`src/rtl/segway_telem_pkg.sv`:
```
// Shared definitions for the Segway-side telemetry return link.
// Holds the frame FSM state type, frame geometry, the default header byte,
// bit positions of the status byte and the frame checksum helpers.
package segway_telem_pkg;

   typedef enum logic [1:0] {
      IDLE,
      LOAD,
      WAIT,
      DONE
   } frame_state_t;

   localparam int         FRAME_LEN   = 7;
   localparam logic [7:0] HDR_DEFAULT = 8'hA5;

   // Bit positions inside status byte B1 (bit 0 is always zero)
   localparam int ST_PWR_UP     = 7;
   localparam int ST_EN_STEER   = 6;
   localparam int ST_RIDER_OFF  = 5;
   localparam int ST_TOO_FAST   = 4;
   localparam int ST_BATT_LOW   = 3;
   localparam int ST_OVR_I_LFT  = 2;
   localparam int ST_OVR_I_RGHT = 1;

   // Turns a running mod-256 sum into the closing byte so the frame sums to zero.
   function automatic logic [7:0] cksum_close(input logic [7:0] sum);
      return 8'(~sum + 8'd1);
   endfunction

   // Checksum of a complete payload B0..B5, B0 in the top byte.
   function automatic logic [7:0] frame_checksum(input logic [47:0] payload);
      logic [7:0] sum;
      sum = 8'h00;
      for (int i = 0; i < FRAME_LEN - 1; i++)
         sum = sum + payload[47-8*i -: 8];
      return cksum_close(sum);
   endfunction

endpackage

```
`src/rtl/UART_tx.sv`:
```
// 8N1 UART transmitter, LSB first, idle high.
// Ports: clk, rst_n (async active-low), trmt (one-cycle start strobe),
//        tx_data (byte to send), TX (serial out), tx_done (one-cycle pulse
//        at the end of the stop bit).
module UART_tx #(
   parameter int BAUD_DIV = 2604
) (
   input  logic       clk,
   input  logic       rst_n,
   input  logic       trmt,
   input  logic [7:0] tx_data,
   output logic       TX,
   output logic       tx_done
);

   localparam int BW = (BAUD_DIV > 2) ? $clog2(BAUD_DIV) : 1;
   localparam logic [BW-1:0] BAUD_LAST = BW'(BAUD_DIV - 1);

   logic [9:0]    shift_reg;
   logic [BW-1:0] baud_cnt;
   logic [3:0]    bit_cnt;
   logic          shifting;

   always_ff @(posedge clk or negedge rst_n) begin
      if (!rst_n) begin
         shift_reg <= '1;
         baud_cnt  <= '0;
         bit_cnt   <= '0;
         shifting  <= 1'b0;
         tx_done   <= 1'b0;
      end else begin
         tx_done <= 1'b0;
         if (trmt) begin
            shift_reg <= {1'b1, tx_data, 1'b0};
            baud_cnt  <= BAUD_LAST;
            bit_cnt   <= '0;
            shifting  <= 1'b1;
         end else if (shifting) begin
            if (baud_cnt == '0) begin
               baud_cnt  <= BAUD_LAST;
               // Shifting in ones leaves the line idle-high after the stop bit
               shift_reg <= {1'b1, shift_reg[9:1]};
               if (bit_cnt == 4'd9) begin
                  shifting <= 1'b0;
                  tx_done  <= 1'b1;
               end else begin
                  bit_cnt <= bit_cnt + 4'd1;
               end
            end else begin
               baud_cnt <= baud_cnt - BW'(1);
            end
         end
      end
   end

   assign TX = shift_reg[0];

endmodule

```
`src/rtl/telemetry_tx.sv`:
```
// Segway-to-BLE status reporter. Sends a 7-byte frame (header, status,
// battery, left speed, checksum) periodically while en is high and on each
// req pulse. Inputs are snapshotted at frame start.
// Ports: clk, rst_n (async active-low), en, req, status flags (pwr_up,
//        en_steer, rider_off, too_fast, batt_low, OVR_I_lft, OVR_I_rght),
//        batt[11:0], lft_spd[11:0], TX (serial out), busy, frame_done.
//
// state | meaning
// IDLE  | waiting for pending; on pending capture snapshot and start frame
// LOAD  | present byte[index] to UART_tx with trmt, accumulate checksum
// WAIT  | wait for tx_done; advance index or finish
// DONE  | frame_done pulse, back to IDLE
import segway_telem_pkg::*;

module telemetry_tx #(
   parameter int         PERIOD   = 1250000,
   parameter logic [7:0] HDR      = HDR_DEFAULT,
   parameter int         BAUD_DIV = 2604
) (
   input  logic        clk,
   input  logic        rst_n,
   input  logic        en,
   input  logic        req,
   input  logic        pwr_up,
   input  logic        en_steer,
   input  logic        rider_off,
   input  logic        too_fast,
   input  logic        batt_low,
   input  logic        OVR_I_lft,
   input  logic        OVR_I_rght,
   input  logic [11:0] batt,
   input  logic [11:0] lft_spd,
   output logic        TX,
   output logic        busy,
   output logic        frame_done
);

   localparam int              CNT_W    = $clog2(PERIOD);
   localparam logic [CNT_W-1:0] CNT_LAST = CNT_W'(PERIOD - 1);
   localparam logic [2:0]      IDX_LAST = 3'(FRAME_LEN - 1);

   frame_state_t     state;
   logic [CNT_W-1:0] period_cnt;
   logic             tick;
   logic             pending;
   logic [2:0]       byte_idx;
   logic [7:0]       cksum;
   logic [7:0]       snap_status;
   logic [11:0]      snap_batt;
   logic [11:0]      snap_spd;
   logic [7:0]       status_in;
   logic [7:0]       cur_byte;
   logic             trmt;
   logic             tx_done;

   always_ff @(posedge clk or negedge rst_n) begin
      if (!rst_n)
         period_cnt <= '0;
      else if (!en || period_cnt == CNT_LAST)
         period_cnt <= '0;
      else
         period_cnt <= period_cnt + CNT_W'(1);
   end

   assign tick = en && (period_cnt == CNT_LAST);

   always_comb begin
      status_in                = 8'h00;
      status_in[ST_PWR_UP]     = pwr_up;
      status_in[ST_EN_STEER]   = en_steer;
      status_in[ST_RIDER_OFF]  = rider_off;
      status_in[ST_TOO_FAST]   = too_fast;
      status_in[ST_BATT_LOW]   = batt_low;
      status_in[ST_OVR_I_LFT]  = OVR_I_lft;
      status_in[ST_OVR_I_RGHT] = OVR_I_rght;
   end

   always_comb begin
      cur_byte = HDR;
      case (byte_idx)
         3'd0:    cur_byte = HDR;
         3'd1:    cur_byte = snap_status;
         3'd2:    cur_byte = {4'h0, snap_batt[11:8]};
         3'd3:    cur_byte = snap_batt[7:0];
         3'd4:    cur_byte = {{4{snap_spd[11]}}, snap_spd[11:8]};
         3'd5:    cur_byte = snap_spd[7:0];
         default: cur_byte = cksum_close(cksum);
      endcase
   end

   assign trmt = (state == LOAD);

   always_ff @(posedge clk or negedge rst_n) begin
      if (!rst_n) begin
         state       <= IDLE;
         pending     <= 1'b0;
         byte_idx    <= '0;
         cksum       <= '0;
         busy        <= 1'b0;
         frame_done  <= 1'b0;
         snap_status <= '0;
         snap_batt   <= '0;
         snap_spd    <= '0;
      end else begin
         frame_done <= 1'b0;
         case (state)
            IDLE: begin
               if (pending) begin
                  snap_status <= status_in;
                  snap_batt   <= batt;
                  snap_spd    <= lft_spd;
                  byte_idx    <= '0;
                  cksum       <= '0;
                  busy        <= 1'b1;
                  state       <= LOAD;
               end
            end
            LOAD: begin
               if (byte_idx != IDX_LAST)
                  cksum <= cksum + cur_byte;
               state <= WAIT;
            end
            WAIT: begin
               if (tx_done) begin
                  if (byte_idx == IDX_LAST) begin
                     frame_done <= 1'b1;
                     busy       <= 1'b0;
                     state      <= DONE;
                  end else begin
                     byte_idx <= byte_idx + 3'd1;
                     state    <= LOAD;
                  end
               end
            end
            DONE:    state <= IDLE;
            default: state <= IDLE;
         endcase

         // A trigger coinciding with the capture cycle wins: it asks for a new frame
         if (req || tick)
            pending <= 1'b1;
         else if (state == IDLE && pending)
            pending <= 1'b0;
      end
   end

   UART_tx #(.BAUD_DIV(BAUD_DIV)) u_uart_tx (
      .clk     (clk),
      .rst_n   (rst_n),
      .trmt    (trmt),
      .tx_data (cur_byte),
      .TX      (TX),
      .tx_done (tx_done)
   );

endmodule

```
`config.mk`:
```
export PLATFORM = sky130hd
export DESIGN_NAME = telemetry_tx
export DESIGN_NICKNAME = d
export VERILOG_FILES = /design/src/rtl/segway_telem_pkg.sv /design/src/rtl/UART_tx.sv /design/src/rtl/telemetry_tx.sv
export SDC_FILE = /design/constraint.sdc
export NUM_CORES = 1
export LEC_CHECK = 0
export ABC_AREA = 1
export BUFFER_PORTS_ARGS = -buffer_cell sky130_fd_sc_hd__buf_2
export CAP_MARGIN = 20
export CORE_MARGIN = 8
export CORE_UTILIZATION = 29
export DETAILED_ROUTE_END_ITERATION = 10
export GPL_TIMING_DRIVEN = 1
export MAX_ROUTING_LAYER = met4
export PLACE_DENSITY_LB_ADDON = 0.1
export SLEW_MARGIN = 5
export SYNTH_ARGS = -nofsm -noshare
export SYNTH_HDL_FRONTEND = slang
export SYNTH_HIERARCHICAL = 1
export SYNTH_SLANG_ARGS = --single-unit
export TNS_END_PERCENT = 5
```
`constraint.sdc`:
```
create_clock -name clk -period 6.37 [get_ports clk]
set_input_delay 1.274 -clock clk [delete_from_list [all_inputs] [get_ports clk]]
set_output_delay 1.274 -clock clk [all_outputs]
set_load 0.01 [all_outputs]
```
# --- After elaboration in Yosys (flattened, before gate mapping) ---
# Index checks and enable logic that the tools add are counted.
totals:
  out_inout_bits: 3
  register_bits: 96
  inputBits: 35
  word_cells: 100
classes:
  n_addsub: 6
  n_eq_ne: 18
  reduce_logical: 20
  muxes: 40
  bitwise: 1
ops:
  columns: ["op", "count"]
  rows:
  - ["8-bit case mux with 6 select lines", 1]
  - ["12-bit two-way mux", 3]
  - ["10-bit two-way mux", 3]
  - ["21-bit by 1-bit adder with 21-bit output, second input constant", 1]
  - ["21-bit == test, second input constant", 1]
  - ["21-bit two-way mux", 1]
  - ["1-bit two-way mux", 16]
  - ["4-bit two-way mux", 4]
  - ["8-bit two-way mux", 2]
  - ["8-bit case mux with 2 select lines", 1]
  - ["12-bit logical NOT", 1]
  - ["12-bit by 1-bit subtractor with 12-bit output, second input constant", 1]
  - ["2-bit nonzero test", 5]
  - ["3-bit == test, second input constant", 3]
  - ["3-bit two-way mux", 3]
  - ["8-bit by 1-bit adder with 8-bit output, second input constant", 1]
  - ["8-bit adder", 1]
  - ["2-bit inequality test, second input constant", 4]
  - ["8-bit NOT", 1]
  - ["2-bit case mux with 4 select lines", 1]
  - ["4-bit AND reduction", 2]
  - ["3-bit by 2-bit == test with 1-bit output, second input constant", 2]
  - ["2-bit two-way mux", 3]
  - ["3-bit case mux with 2 select lines", 1]
  - ["other kinds (16)", 23]

# --- Depth between registers and ports, before layout ---
logic_depth:
  depth_word: 6
  ltp_mapped: 19
  depth_no_buf: 19

# --- Modules after synthesis ---
# The synthesis kept the hierarchy.
modules_own_cells:
  columns: ["module", "cells_per_inst", "instances", "area_each_um2", "seq_area_each_um2"]
  rows:
  - ["telemetry_tx", 439, 1, 3809.9, 1701.6]
  - ["UART_tx", 196, 1, 1550.2, 686.9]

# --- Worst setup path before layout ---
# No wires, ideal clock.
synth_path:
  path_type: "register to register"
  startpoint: "reg byte_idx[0]"
  endpoint: "reg cksum[6]"
  stages_incl_launch_ff: 20
  slack_ns: 3.602
  synth_period_minus_slack_ns: 2.768
  setup_time_ns: 0.083
  n_path_buf: 1
  arrival_time_ns: 2.685
  required_time_ns: 6.287
  cell_sequence: "dfrtp_1 ha_1 ha_1 buf_2 inv_1 nand4_4 inv_2 nor3_1 a21oi_1 ha_1 inv_1 fa_1 nand3b_1 nand2_1 nand2_1 nand2_1 a21oi_1 nand2_1 nand2_1 o21ai_0"
synth_between:
  elab_chain_cells: 5
  word_cells_on_any_way: 13
  classes_between: "1 x add/sub; 7 x eq/ne; 3 x mux; 2 x reduce/logical"
synth_lines:
  columns: ["item", "line_no", "text"]
  rows:
  - ["from (decl)", "telemetry_tx.sv:46", "logic [2:0] byte_idx;"]
  - ["from (signal assigned)", "telemetry_tx.sv:130", "byte_idx <= byte_idx + 3'd1;"]
  - ["3-bit == test, or another cell as far along", "telemetry_tx.sv:80", "case (byte_idx)"]
  - ["8-bit case mux with 6 select lines *", "telemetry_tx.sv:80", null]
  - ["via cur_byte[0]", "telemetry_tx.sv:52", "logic [7:0] cur_byte;"]
  - ["8-bit adder *", "telemetry_tx.sv:120", "cksum <= cksum + cur_byte;"]
  - ["8-bit two-way mux *", "telemetry_tx.sv:119", "if (byte_idx != IDX_LAST)"]
  - ["8-bit case mux with 2 select lines *", "telemetry_tx.sv:106", "case (state)"]
  - ["to (signal assigned)", "telemetry_tx.sv:120", null]
  - ["to (decl)", "telemetry_tx.sv:47", "logic [7:0] cksum;"]
# The timed path passes the listed nets; every way through them passes the cells marked *. The select of a mux whose other input is x is not followed.
# A chain may end at the register's enable or synchronous reset.

# --- Final worst setup path ---
# Same ends and word-level chain as after synthesis.

==> impl_results.md <==
- Flops & latches, synth: 95
- CTS Sinks: 95
- Worst R2R Start: byte_idx[0]$_DFFE_PN0P_
- Worst Setup Path Type: register to register
- Die Wd: 152.0 µm
- Max-Slew Margin vs Limit: 0.3943
- Drt drc: 0
- Final nets: 730
- MaxCap Viol Count: 0
- Rows: 49
- DR iter-0 viols: approximately 270
- Port Buffer Count: 37
- Final setup margin: 3.216 ns
- Final Hold Viols: 0
- Synth Flop Type: dfrtp_1
- CTS H-tree lvls: 3
- Setup TNS: 0 ns
- Pins Over Slew Limit: 0
- Synthesized net count: 689
- Post-Syn Instances: 635
- Mapped Avg Cell Area: around 8.4 µm²
- # placed instances: 894
- Post-DP HPWL: 9.556 mm
- Vias post-DR: 4262
- Final Non-Filler Cells: 909
- Die Area: 23090 µm²
- Critical path peak fanout: 9
- Die H: 152.0 µm
- Vias in the first global route: 4459
- Fillers: 1952
- Setup Fix Bufs, Post-CTS: 0
- Drt pass-1 iters: 4
- Worst Setup End Kind: register
- Post-Syn Area: 5360 µm²
- Routed WL per cell: 13.93 µm
- Total grt overflow: 0
- CTS tree: built
- FF-to-FF End: cksum[6]$_DFFE_PN0P_
- Synth warn: 6
- DRT Wirelength: 12.67 mm
- WHS Path Cells: 2
- Hold WS: about 0.47 ns
- Clock transition at path regs: around 0.070 ns
- Seq/Total Area, Yosys: 0.4456
- Largest net degree at the start of global routing: 70
- Gpl congestion: 0.8570
- Final setup fails: 0
- RSZ-0062 raised after global routing: no
- Via density: 4.689
- Hold crit path type: register to register
- CTS buffer count: 9
- Fin crit share: 0.4951
- Initial Util: 0.2974
- Crit path arrival time: 3.42 ns
- CP required: 6.63 ns
- Clock buffer depth: 2
- Critical hold path startpoint: u_uart_tx/shift_reg[0]$_DFFE_PN1P_
- Actual slew at the worst max-slew pin: 0.9085 ns
- Core area: 18020 µm²
- Peak VDD IR: 0.1828 mV
- I/O pin count: 38
- Largest register FFs: 21
- Clock Latency Late Sink: 0.35 ns
- Setup WS pre-CTS: 3.242 ns
- Hold EP: u_uart_tx/shift_reg[0]$_DFFE_PN1P_
- Flop2flop setup slack: 3.22 ns
- Status: completed
- PostCTS Resize Cnt: 0
- Pwr Density: 439.6 nW/µm²
- Layout Area Growth over Synthesis: 13.54%
- First-pass GRT wire length: ~22 mm
- Count of cell types in the netlist: 50
- Post-synth EDFFs: 0
- Initial antenna violation count: 0
- Most flops, register: period_cnt
- Cells on worst reg2reg path: 18
- Share of cells above drive strength 1: 0.1897
- Commonest non-fill, non-tap cell in the layout: nand2_1
- Asr flop ratio synth: 1.000
- Clk root buf: clkbuf_16
- ANT cells: 0
- LEAKAGE: approximately 0.0028 µW
- Top achievable clock speed: 317.1 MHz
- Clock period minus worst slack: between 3 and 4 ns
- Most frequent cells in the layout: nand2_1 (163), dfrtp_1 (86), inv_1 (71), nor2_1 (71), nand3_1 (37)
- Post-route ant nets: 0
- # hold bufs at CTS: 0
- Critical Path Source Type: register
- Clock skew: 0.007000 ns
- Total power: 2675 µW
- Total Routing Usage GR: 0.1177
[kinds of logic after synthesis]
kind of cell / Yosys count / share of synthesized area
flops: 95 / 0.4456
fa+ha+maj: 19 / 0.04575
compound gates: 60 / 0.06980
xor+xnor: 15 / 0.02451
mux: 27 / 0.05672
simple gates: 334 / 0.2925
buf+inv: 85 / 0.06513
[report_power, final]
group	internal, µW	leakage (µW)	switching [µW]	total [µW]
logic	459	0.00152	696	1160
clock network	314	0.000149	239	553
registers	818	0.00117	149	967
[area by class of cell]
cell class	count	area [µm²]	share of cell area
Clock inverter	5	57.56	0.009457
Clock buffer	10	239.0	0.03927
Sequential cell	95	2389	0.3925
Tap cell	229	286.5	0.04708
Timing Repair Buffer	40	210.2	0.03454
Inverter	75	281.5	0.04626
Multi-Input combinational cell	455	2623	0.4309
[worst max-delay path by stage]
stage / end / from / depth (start not counted)
after global routing: cksum[6]$_DFFE_PN0P_ / byte_idx[0]$_DFFE_PN0P_ / 18
after global placement: cksum[6]$_DFFE_PN0P_ / byte_idx[0]$_DFFE_PN0P_ / 18
after CTS: cksum[6]$_DFFE_PN0P_ / byte_idx[0]$_DFFE_PN0P_ / 18
final: cksum[6]$_DFFE_PN0P_ / byte_idx[0]$_DFFE_PN0P_ / 18
after detailed placement: cksum[6]$_DFFE_PN0P_ / byte_idx[0]$_DFFE_PN0P_ / 18
after floorplan: cksum[6]$_DFFE_PN0P_ / byte_idx[0]$_DFFE_PN0P_ / 19
[cells in the mapped netlist, types with 2 or more instances]
master	instances	area, µm²
xor2_1	12	105.1
nor3_2	5	50.05
buf_2	6	30.03
dfrtp_1	86	2152
nand3_1	37	185.2
inv_2	4	15.01
o22ai_1	4	25.02
nand2_1	163	611.8
nor2_2	4	25.02
o21ai_0	19	95.09
o31ai_1	3	22.52
nor2_1	71	266.5
a21oi_1	18	90.09
a31o_2	2	17.52
inv_1	71	266.5
nor4_2	2	25.02
dfstp_2	9	236.5
xnor2_1	3	26.28
nor2_4	5	56.30
nor4_1	2	12.51
nor3b_1	4	30.03
ha_1	18	225.2
buf_6	3	33.78
nand3b_1	2	15.01
nand4_1	14	87.58
a221oi_1	2	17.52
o211ai_1	3	22.52
nor3_1	8	40.04
nand2_4	5	56.30
mux2_2	27	304.0
nand2_2	4	25.02
[worst max-delay path, stage by stage (launching register included)]
cell	delay (ns)
dfrtp_1	0.42
ha_1	0.22
ha_1	0.29
inv_1	0.14
nand4_4	0.17
inv_2	0.15
nor3_1	0.08
a21oi_1	0.21
ha_1	0.22
inv_1	0.06
fa_1	0.39
nand3b_1	0.17
nand2_1	0.09
nand2_1	0.08
nand2_1	0.07
a21oi_1	0.07
nand2_1	0.06
nand2_1	0.04
o21ai_0	0.14
[per-layer routing]
metal  routed length (µm)  global-route usage  share of wire  vias to the layer above
li1                     -                   -              -                     2147
met1                 6315              0.1524           0.50                     2034
met2                 5776              0.1817           0.46                       70
met3                  366             0.01891          0.029                       11
met4                  209             0.04385          0.017                        0
met5                    0                   -              0                        -
[per-stage QoR]
step / area (µm²) / utilization
2_1_floorplan: 5360 / -
3_3_place_gp: 5789 / 0.3212
3_5_place_dp: 5789 / 0.3212
4_1_cts: 6086 / 0.3376
5_1_grt: 6086 / 0.3376
6_report: 6086 / 0.3376
Power figures use the tool's default switching activity.
